### config.mk
export PLATFORM = sky130hd
export DESIGN_NAME = quantize_pipe
export DESIGN_NICKNAME = d
export VERILOG_FILES = /design/src/rtl/quantize_pkg.sv /design/src/rtl/quantize_pipe_mag_div.sv /design/src/rtl/quantize_pipe.sv
export SDC_FILE = /design/constraint.sdc
export NUM_CORES = 1
export LEC_CHECK = 0
export CORE_UTILIZATION = 55
export CTS_CLUSTER_SIZE = 14
export DETAILED_ROUTE_END_ITERATION = 16
export HOLD_SLACK_MARGIN = 0.05
export PLACE_DENSITY_LB_ADDON = 0.2
export SETUP_SLACK_MARGIN = 0.3
export SLEW_MARGIN = 20
export SYNTH_ARGS = -nofsm -noshare
export SYNTH_HDL_FRONTEND = slang
export SYNTH_SLANG_ARGS = --single-unit
### constraint.sdc
create_clock -name clk -period 6.3 [get_ports clk]
set_input_delay 1.26 -clock clk [delete_from_list [all_inputs] [get_ports clk]]
set_output_delay 1.26 -clock clk [all_outputs]
set_load 0.005 [all_outputs]
### src/rtl/quantize_pkg.sv
// quantize_pkg: shared FSM state type, default widths and
// saturation helpers for the quantize_pipe datapath.
package quantize_pkg;

    localparam int N_DEF  = 8;
    localparam int QW_DEF = 8;

    typedef enum logic [1:0] {
        IDLE = 2'd0,
        DIV  = 2'd1,
        DONE = 2'd2
    } q_state_e;

    function automatic int sat_max(input int n);
        return (1 << (n - 1)) - 1;
    endfunction

    function automatic int sat_min(input int n);
        return -(1 << (n - 1));
    endfunction

endpackage

### src/rtl/quantize_pipe_mag_div.sv
// mag_div: single-channel restoring divider, one quotient bit per step.
// Ports: clk, clear (async high), load_i/step_i control,
//        dvd_i (N+1-bit dividend), dvs_i (QW-bit divisor),
//        quot_nxt_o (quotient register next-state value).
module mag_div
    import quantize_pkg::*;
#(
    parameter int N  = N_DEF,
    parameter int QW = QW_DEF
) (
    input  logic          clk,
    input  logic          clear,
    input  logic          load_i,
    input  logic          step_i,
    input  logic [N:0]    dvd_i,
    input  logic [QW-1:0] dvs_i,
    output logic [N:0]    quot_nxt_o
);

    logic [QW-1:0] rem_q, rem_d;
    logic [QW-1:0] dvs_q, dvs_d;
    logic [N:0]    quo_q, quo_d;
    logic [QW:0]   trial;
    logic          take;

    // The quotient register doubles as the dividend shifter: its MSB
    // feeds the remainder while quotient bits enter at the LSB.
    always_comb begin
        trial = {rem_q, quo_q[N]};
        take  = trial >= {1'b0, dvs_q};
        rem_d = rem_q;
        quo_d = quo_q;
        dvs_d = dvs_q;
        if (load_i) begin
            rem_d = '0;
            quo_d = dvd_i;
            dvs_d = dvs_i;
        end else if (step_i) begin
            rem_d = take ? QW'(trial - {1'b0, dvs_q}) : trial[QW-1:0];
            quo_d = {quo_q[N-1:0], take};
        end
    end

    always_ff @(posedge clk or posedge clear) begin
        if (clear) begin
            rem_q <= '0;
            quo_q <= '0;
            dvs_q <= '0;
        end else begin
            rem_q <= rem_d;
            quo_q <= quo_d;
            dvs_q <= dvs_d;
        end
    end

    assign quot_nxt_o = quo_d;

endmodule

### src/rtl/quantize_pipe.sv
// quantize_pipe: complex-sample quantizer, z = sign(w)*(|w| / q) per channel.
// Ports: clk, clear (async high); in_valid/in_ready + w_r, w_im, q input
//        handshake; out_valid/out_ready + z_r, z_im, div_zero output.
// Build option: QUANTIZE_ROUND_EN selects round-half-up instead of truncate.
module quantize_pipe
    import quantize_pkg::*;
#(
    parameter int N  = N_DEF,
    parameter int QW = QW_DEF
) (
    input  logic          clk,
    input  logic          clear,
    input  logic          in_valid,
    output logic          in_ready,
    input  logic [N-1:0]  w_r,
    input  logic [N-1:0]  w_im,
    input  logic [QW-1:0] q,
    output logic          out_valid,
    input  logic          out_ready,
    output logic [N-1:0]  z_r,
    output logic [N-1:0]  z_im,
    output logic          div_zero
);

    localparam int CW = $clog2(N + 1);
    localparam int NW = N + 1;
    localparam logic [N-1:0] SMAX = N'(sat_max(N));
    localparam logic [N-1:0] SMIN = N'(sat_min(N));

    q_state_e      state_q, state_d;
    logic [CW-1:0] cnt_q, cnt_d;
    logic          sr_q, sr_d, si_q, si_d;
    logic          zero_q, zero_d;
    logic [N-1:0]  zr_q, zr_d, zi_q, zi_d;
    logic          dz_q, dz_d;
    logic          load, step;
    logic [N:0]    mag_r, mag_i, dvd_r, dvd_i;
    logic [N:0]    qn_r, qn_i;

    // N+1-bit magnitudes so that |-2^(N-1)| is representable.
    always_comb begin
        mag_r = w_r[N-1]  ? NW'(-{w_r[N-1], w_r})   : {1'b0, w_r};
        mag_i = w_im[N-1] ? NW'(-{w_im[N-1], w_im}) : {1'b0, w_im};
`ifdef QUANTIZE_ROUND_EN
        dvd_r = mag_r + NW'(q >> 1);
        dvd_i = mag_i + NW'(q >> 1);
`else
        dvd_r = mag_r;
        dvd_i = mag_i;
`endif
    end

    mag_div #(.N(N), .QW(QW)) u_div_r (
        .clk        (clk),
        .clear      (clear),
        .load_i     (load),
        .step_i     (step),
        .dvd_i      (dvd_r),
        .dvs_i      (q),
        .quot_nxt_o (qn_r)
    );

    mag_div #(.N(N), .QW(QW)) u_div_i (
        .clk        (clk),
        .clear      (clear),
        .load_i     (load),
        .step_i     (step),
        .dvd_i      (dvd_i),
        .dvs_i      (q),
        .quot_nxt_o (qn_i)
    );

    always_comb begin
        state_d = state_q;
        cnt_d   = cnt_q;
        sr_d    = sr_q;
        si_d    = si_q;
        zero_d  = zero_q;
        zr_d    = zr_q;
        zi_d    = zi_q;
        dz_d    = dz_q;
        load    = 1'b0;
        step    = 1'b0;
        unique case (state_q)
            IDLE: begin
                if (in_valid) begin
                    load    = 1'b1;
                    sr_d    = w_r[N-1];
                    si_d    = w_im[N-1];
                    zero_d  = (q == '0);
                    cnt_d   = '0;
                    state_d = DIV;
                end
            end
            DIV: begin
                // A zero divisor spends one DIV cycle so its result
                // appears one cycle after accept.
                if (zero_q) begin
                    zr_d    = sr_q ? SMIN : SMAX;
                    zi_d    = si_q ? SMIN : SMAX;
                    dz_d    = 1'b1;
                    state_d = DONE;
                end else begin
                    step  = 1'b1;
                    cnt_d = cnt_q + CW'(1);
                    if (cnt_q == CW'(N)) begin
                        cnt_d   = '0;
                        zr_d    = N'(sr_q ? -qn_r : qn_r);
                        zi_d    = N'(si_q ? -qn_i : qn_i);
                        dz_d    = 1'b0;
                        state_d = DONE;
                    end
                end
            end
            DONE: begin
                if (out_ready) begin
                    state_d = IDLE;
                end
            end
            default: state_d = IDLE;
        endcase
    end

    always_ff @(posedge clk or posedge clear) begin
        if (clear) begin
            state_q <= IDLE;
            cnt_q   <= '0;
            sr_q    <= 1'b0;
            si_q    <= 1'b0;
            zero_q  <= 1'b0;
            zr_q    <= '0;
            zi_q    <= '0;
            dz_q    <= 1'b0;
        end else begin
            state_q <= state_d;
            cnt_q   <= cnt_d;
            sr_q    <= sr_d;
            si_q    <= si_d;
            zero_q  <= zero_d;
            zr_q    <= zr_d;
            zi_q    <= zi_d;
            dz_q    <= dz_d;
        end
    end

    assign in_ready  = (state_q == IDLE) && !clear;
    assign out_valid = (state_q == DONE);
    assign z_r       = zr_q;
    assign z_im      = zi_q;
    assign div_zero  = dz_q;

endmodule

* Word level (Yosys, flattened, before mapping)
Cells that the tools add are included.
** Cells by class
- Reduce and logical (&&, ||, !) cells :: 11
- $lt $le $gt $ge :: 2
- Equality and inequality tests :: 7
- Add/sub/neg operators :: 7
- Muxes and demuxes :: 35
** Operators with widths (number)
- two-way mux 8 bit :: 14
- two-way mux 9 bit :: 6
- greater-or-equal comparator 9 x 8 -> 1 bit :: 2
- negation 9 bit :: 2
- negation 8 bit :: 2
- subtractor 8 bit :: 2
- two-way mux 4 bit :: 3
- logical NOT 8 bit :: 1
- two-way mux 2 bit :: 4
- one-hot mux 4 bit (2 select lines) :: 1
- two-way mux 1 bit :: 6
- one-hot mux 2 bit (3 select lines) :: 1
- AND reduction 3 bit :: 2
- nonzero test 2 bit :: 3
- adder 4 x 1 -> 4 bit, second input constant :: 1
- == test 4 bit, second input constant :: 1
- inequality test 2 bit, second input constant :: 2
- AND reduction 2 bit :: 2
- inequality test 3 bit, second input constant :: 1
- == test 2 x 1 -> 1 bit, second input constant :: 1
- == test 2 bit, second input constant :: 1
- logical NOT 2 bit :: 1
- inequality test 2 x 1 -> 1 bit, second input constant :: 1
- logical AND 1 bit :: 1
- logical NOT 1 bit :: 1
** Word-level totals
- Register bits :: 68
- Logic and storage cells :: 75
- Output and inout port bits :: 19

* Depth between registers and ports, before layout
- Word-level depth :: 8
- Depth in mapped cells :: 10
- Depth with buffers taken out :: 10

* Modules after synthesis
Synthesis repeated with hierarchy kept, for this count alone.
** Second synthesis, totals
- Cells, all modules :: 551
- Area total of the unflattened synthesis :: 4853.4 um2
** By module, submodules not included
- mag_div :: cells each 167, area each 1529.0 um2, instances 2
- quantize_pipe :: cells each 217, area each 1795.5 um2, instances 1

* Worst setup path after synthesis
OpenSTA, ideal clock, no wires.
- Path type :: in2reg
- From :: in w_r[0]
- To :: reg zr_q[7] (netlist: z_r[7])
- Data required time :: 6.163 ns
- Cell stages on the path :: 9
- Data arrival time :: 3.114 ns
- Setup slack :: 3.049 ns
- Path through :: inv_1 ha_1 or3b_1 a211o_1 and3_4 or2_4 nor4_2 mux2i_1 o211ai_1
** Between the ends
- Longest elaborated chain between the ends :: 7
** Ends and longest elaborated chain
- from (decl) :: RTL line quantize_pipe.sv:15 : input logic [N-1:0] w_r,
- negation 9 bit :: RTL line quantize_pipe.sv:42 : mag_r = w_r[N-1] ? NW'(-{w_r[N-1], w_r}) : {1'b0, w_r};
- two-way mux 9 bit :: RTL line quantize_pipe.sv:42
- two-way mux 9 bit :: RTL line quantize_pipe_mag_div.sv:34 : if (load_i) begin
- named net qn_r[4] :: RTL line quantize_pipe.sv:38 : logic [N:0] qn_r, qn_i;
- negation 8 bit :: RTL line quantize_pipe.sv:108 : zr_d = N'(sr_q ? -qn_r : qn_r);
- two-way mux 8 bit :: RTL line quantize_pipe.sv:108
- two-way mux 8 bit :: RTL line quantize_pipe.sv:106 : if (cnt_q == CW'(N)) begin
- two-way mux 8 bit :: RTL line quantize_pipe.sv:98 : if (zero_q) begin
- to (signal assigned) :: RTL line quantize_pipe.sv:140 : zr_q <= zr_d;
- to (decl) :: RTL line quantize_pipe.sv:34 : logic [N-1:0] zr_q, zr_d, zi_q, zi_d;
The timed path passes the listed nets, and every way through them passes these cells. The select of a mux whose other input is x is not followed.
A chain may end at the register's enable or synchronous reset.

* Worst setup path in the final report
- From :: in in_valid
- To :: reg zi_q[6] (netlist: z_im[6])
** Between the ends
- Longest elaborated chain between the ends :: 7
** Ends and longest elaborated chain
- from (decl) :: RTL line quantize_pipe.sv:13 : input logic in_valid,
- two-way mux 1 bit (*) :: RTL line quantize_pipe.sv:86 : if (in_valid) begin
- two-way mux 1 bit (*) :: RTL line quantize_pipe.sv:84 : unique case (state_q)
- two-way mux 9 bit (*) :: RTL line quantize_pipe_mag_div.sv:34
- negation 8 bit :: RTL line quantize_pipe.sv:109 : zi_d = N'(si_q ? -qn_i : qn_i);
- two-way mux 8 bit (*) :: RTL line quantize_pipe.sv:109
- two-way mux 8 bit (*) :: RTL line quantize_pipe.sv:106
- two-way mux 8 bit (*) :: RTL line quantize_pipe.sv:98
- to (signal assigned) :: RTL line quantize_pipe.sv:141 : zi_q <= zi_d;
- to (decl) :: RTL line quantize_pipe.sv:34
Every way passes the cells marked *; elsewhere a longest branch is shown, timed or not. The select of a mux whose other input is x is not followed.

==> flow_summary_export.csv <==
group,metric,value,unit
outcome,outcome,"completed",
floorplanning,fp.dieW,92.5,um
sta,final.min_clock_period,4.01,ns
detailed_routing,via_per_inst,6.20,
floorplanning,die-area,0.00855,mm2
floorplanning,die_h,92.5,um
pwr,cellPowerDensity,582,mW/mm2
placed_design,dp_hpwl,8040,um
floorplanning,num_io_pins,47,
global_route,grt_pass1_wl,19100,um
yosys,synth_top_area_share,0.378,
yosys,synth.top_cells.by_area,"dfrtp_1, o21ai_0, ha_1, nand2_1, a21oi_1",
global_route,grt_pass1_vias,3865,
floorplanning,rows,32,
global_route,grt_start_max_net_pins,69,
yosys,synth_compound_gate_area_share,0.260,
yosys,ys_ff_latch,68,
yosys,synth_top_area_cell,"dfrtp_1",
clock_network,cts.clk_slew.worst_paths,0.08,ns
clock_network,htree_levels,3,
detailed_routing,avgRoutedWirePerCell,17.2,um
yosys,synthTopCellsByCount,"dfrtp_1, nand2_1, o21ai_0, nor2_1, a21oi_1",
yosys,yosysWarnings,0,
sta,fin_hold_ws,0.481,ns
critical_path,r2r-start,"state_q[0]",
clock_network,cts_buffer_depth,2,
min_path,hold_start,"z_r[0]",
critical_path,cp_max_fo,20,
detailed_routing,num_vias,4096,
yosys,synth_cell_types,77,
pwr,vdd_drop_max,0.251,mV
job,drv_cap,0,
yosys,synth_top_family_by_area,"compound AO/OA/AOI/OAI gates",
yosys,synth-async-reset-ratio,1.00,
critical_path,cp-startpoint,"in_valid",
yosys,synth_ff_type,"dfrtp_1",
floorplanning,core,0.00781,mm2
detailed_routing,dr.pass1.iters,5,
final_layout,final_layout_size_suffix_gt1_frac,0.0787,
yosys,syn_nets,566,
floorplanning,start_util,0.576,
min_path,hold_path.class,"flop to flop",
final_layout,fin_util,0.670,
yosys,synth-simple-area-share,0.206,
critical_path,cp_data_required_time,6.59,ns
critical_path,startpoint_type,"input pin",
detailed_routing,drtIter0Drc,254,
global_route,grt_usage,0.286,
clock_network,cts_tree,"done",
yosys,syn_inst,516,
final_layout,fin_nets,604,
yosys,synth-adder-area-share,0.0645,
sta,rsz0062_at_grt,"no",
yosys,avgSynthCellArea,8.72,um2
sta,finalCritPeriodShare,0.636,
clock_network,cts_hold_buf,0,
yosys,synthMuxAreaShare,0.0111,
clock_network,clk_latency,0.35,ns
placed_design,io_buffers,46,
final_layout,antenna_cells,0,
pwr,p_leak,2.17,nW
sta,max_freq,0.250,GHz
clock_network,cts_num_sinks,68,
sta,finalClockSkew,0.0117,ns
yosys,syn-cell-area,0.00450,mm2
placed_design,gp_congestion,0.905,
critical_path,arrival,4.29,ns
clock_network,cts_made_buffers,9,
detailed_routing,drc,0,
yosys,synth-edff-count,0,
detailed_routing,ant_nets,0,
sta,maxSlewViolCount,0,
yosys,yosysSeqAreaShare,0.378,
final_layout,syn2layout_area_growth,16.2,%
sta,worst_pin_slew,1.05,ns
clock_network,cts_root_buf,"clkbuf_8",
global_route,overflow,0,
yosys,synth_most_common_cell,"dfrtp_1",
sta,setup_viol,0,
clock_network,post_cts_resized,0,
critical_path,crit_type,"input pin to flop",
clock_network,post-cts-setup-buffers,0,
critical_path,endpoint_kind,"flop",
sta,slew_headroom,0.300,
detailed_routing,drt_wl_total,11400,um
sta,tns,0,ns
yosys,synth_xor_area_frac,0.0272,
sta,hold_viol_final,0,
global_route,antenna_found_initial,0,
==> per-stage QoR <==
stage	total power [W]	worst slack, ns	cells	area, um2
6_report	0.00304	2.29	661	5230
5_1_grt	0.00330	2.17	661	5230
4_1_cts	0.00303	2.36	661	5230
3_5_place_dp	0.00261	1.99	645	5010
3_3_place_gp	0.00253	2.10	645	5010
2_1_floorplan	0.00212	3.05	516	4500
==> state kept, by name (all words and copies together), names as in the netlist, 2 cells and up <==
register       cells
u_div_i.rem_q      8
z_im               8
u_div_r.rem_q      8
state_q            2
cnt_q              4
u_div_i.dvs_q      8
u_div_i.quo_q      9
u_div_r.quo_q      9
z_r                8
==> worst paths after layout <==
kind	end	slack, ns	cells past startpoint
min in group asynchronous	u_div_r.rem_q[7]	1.52	3
worst max register to register	z_im[6]	3.07	7
worst max-delay path	z_im[6]	2.29	8
worst min register to register	z_r[0]	0.48	2
max in group asynchronous	sr_q	4.22	3
worst min-delay path	z_r[0]	0.48	2
==> cell usage in the layout (no fill, tap or decap), types with 3 or more instances in the layout <==
cell,instances
nand3_1,11
o211ai_1,5
buf_4,6
a211o_1,6
a211oi_1,5
nand2_1,65
xnor2_1,9
dfrtp_1,68
a221oi_1,3
nand4_1,5
nand3b_1,3
a21boi_0,3
a31oi_1,4
o221a_2,4
clkdlybuf4s50_1,46
inv_1,28
mux2i_1,5
a21o_1,3
o22ai_1,5
or3_1,5
clkbuf_8,10
a21oi_1,33
or2_2,4
ha_1,20
o31ai_1,5
nor4_1,4
o21ai_0,56
nand2b_1,6
nor2b_1,11
nor2_1,34
a22o_1,5
nor3_1,12
xor2_1,5
==> cell type report <==
class                           instances  area (um2)
Multi-Input combinational cell        393        2560
Clock inverter                          4        72.6
Fill cell                             642        2580
Inverter                               30         113
Timing Repair Buffer                   52         505
Clock buffer                           12         145
Sequential cell                        68        1700
Tap cell                              102         128
==> per-layer routing <==
metal / global-route usage / wire length (um) / part of all wire / vias to the layer above
met4: 0.124 / 189 / 0.017 / 0
met3: 0.0468 / 592 / 0.052 / 17
met1: 0.405 / 5270 / 0.46 / 1976
met2: 0.431 / 5310 / 0.47 / 142
met5: 0 / 0 / 0 / -
li1: - / - / - / 1961
==> power breakdown <==
| part | switching (W) | internal, W |
|---|---|---|
| logic | 0.00101 | 0.000787 |
| clock network | 0.000171 | 0.000234 |
| registers | 0.000185 | 0.000662 |
| total | 0.00136 | 0.00168 |
==> critical path, stage by stage <==
cell,delay (ns)
clkdlybuf4s50_1,0.58
nor3b_4,0.64
buf_4,0.33
a311oi_1,0.20
or2_0,0.29
or3_1,0.43
or4_1,0.48
nand3_1,0.08
==> logic make-up after synthesis <==
logic type | after synthesis
adder cells (fa/ha/maj) | 22
flip-flops | 68
AND/OR/NAND/NOR | 182
AO/OA/AOI/OAI | 170
XOR/XNOR | 14
multiplexers | 5
buffers and inverters | 55
Note: power is estimated with default switching activity, not from simulation.
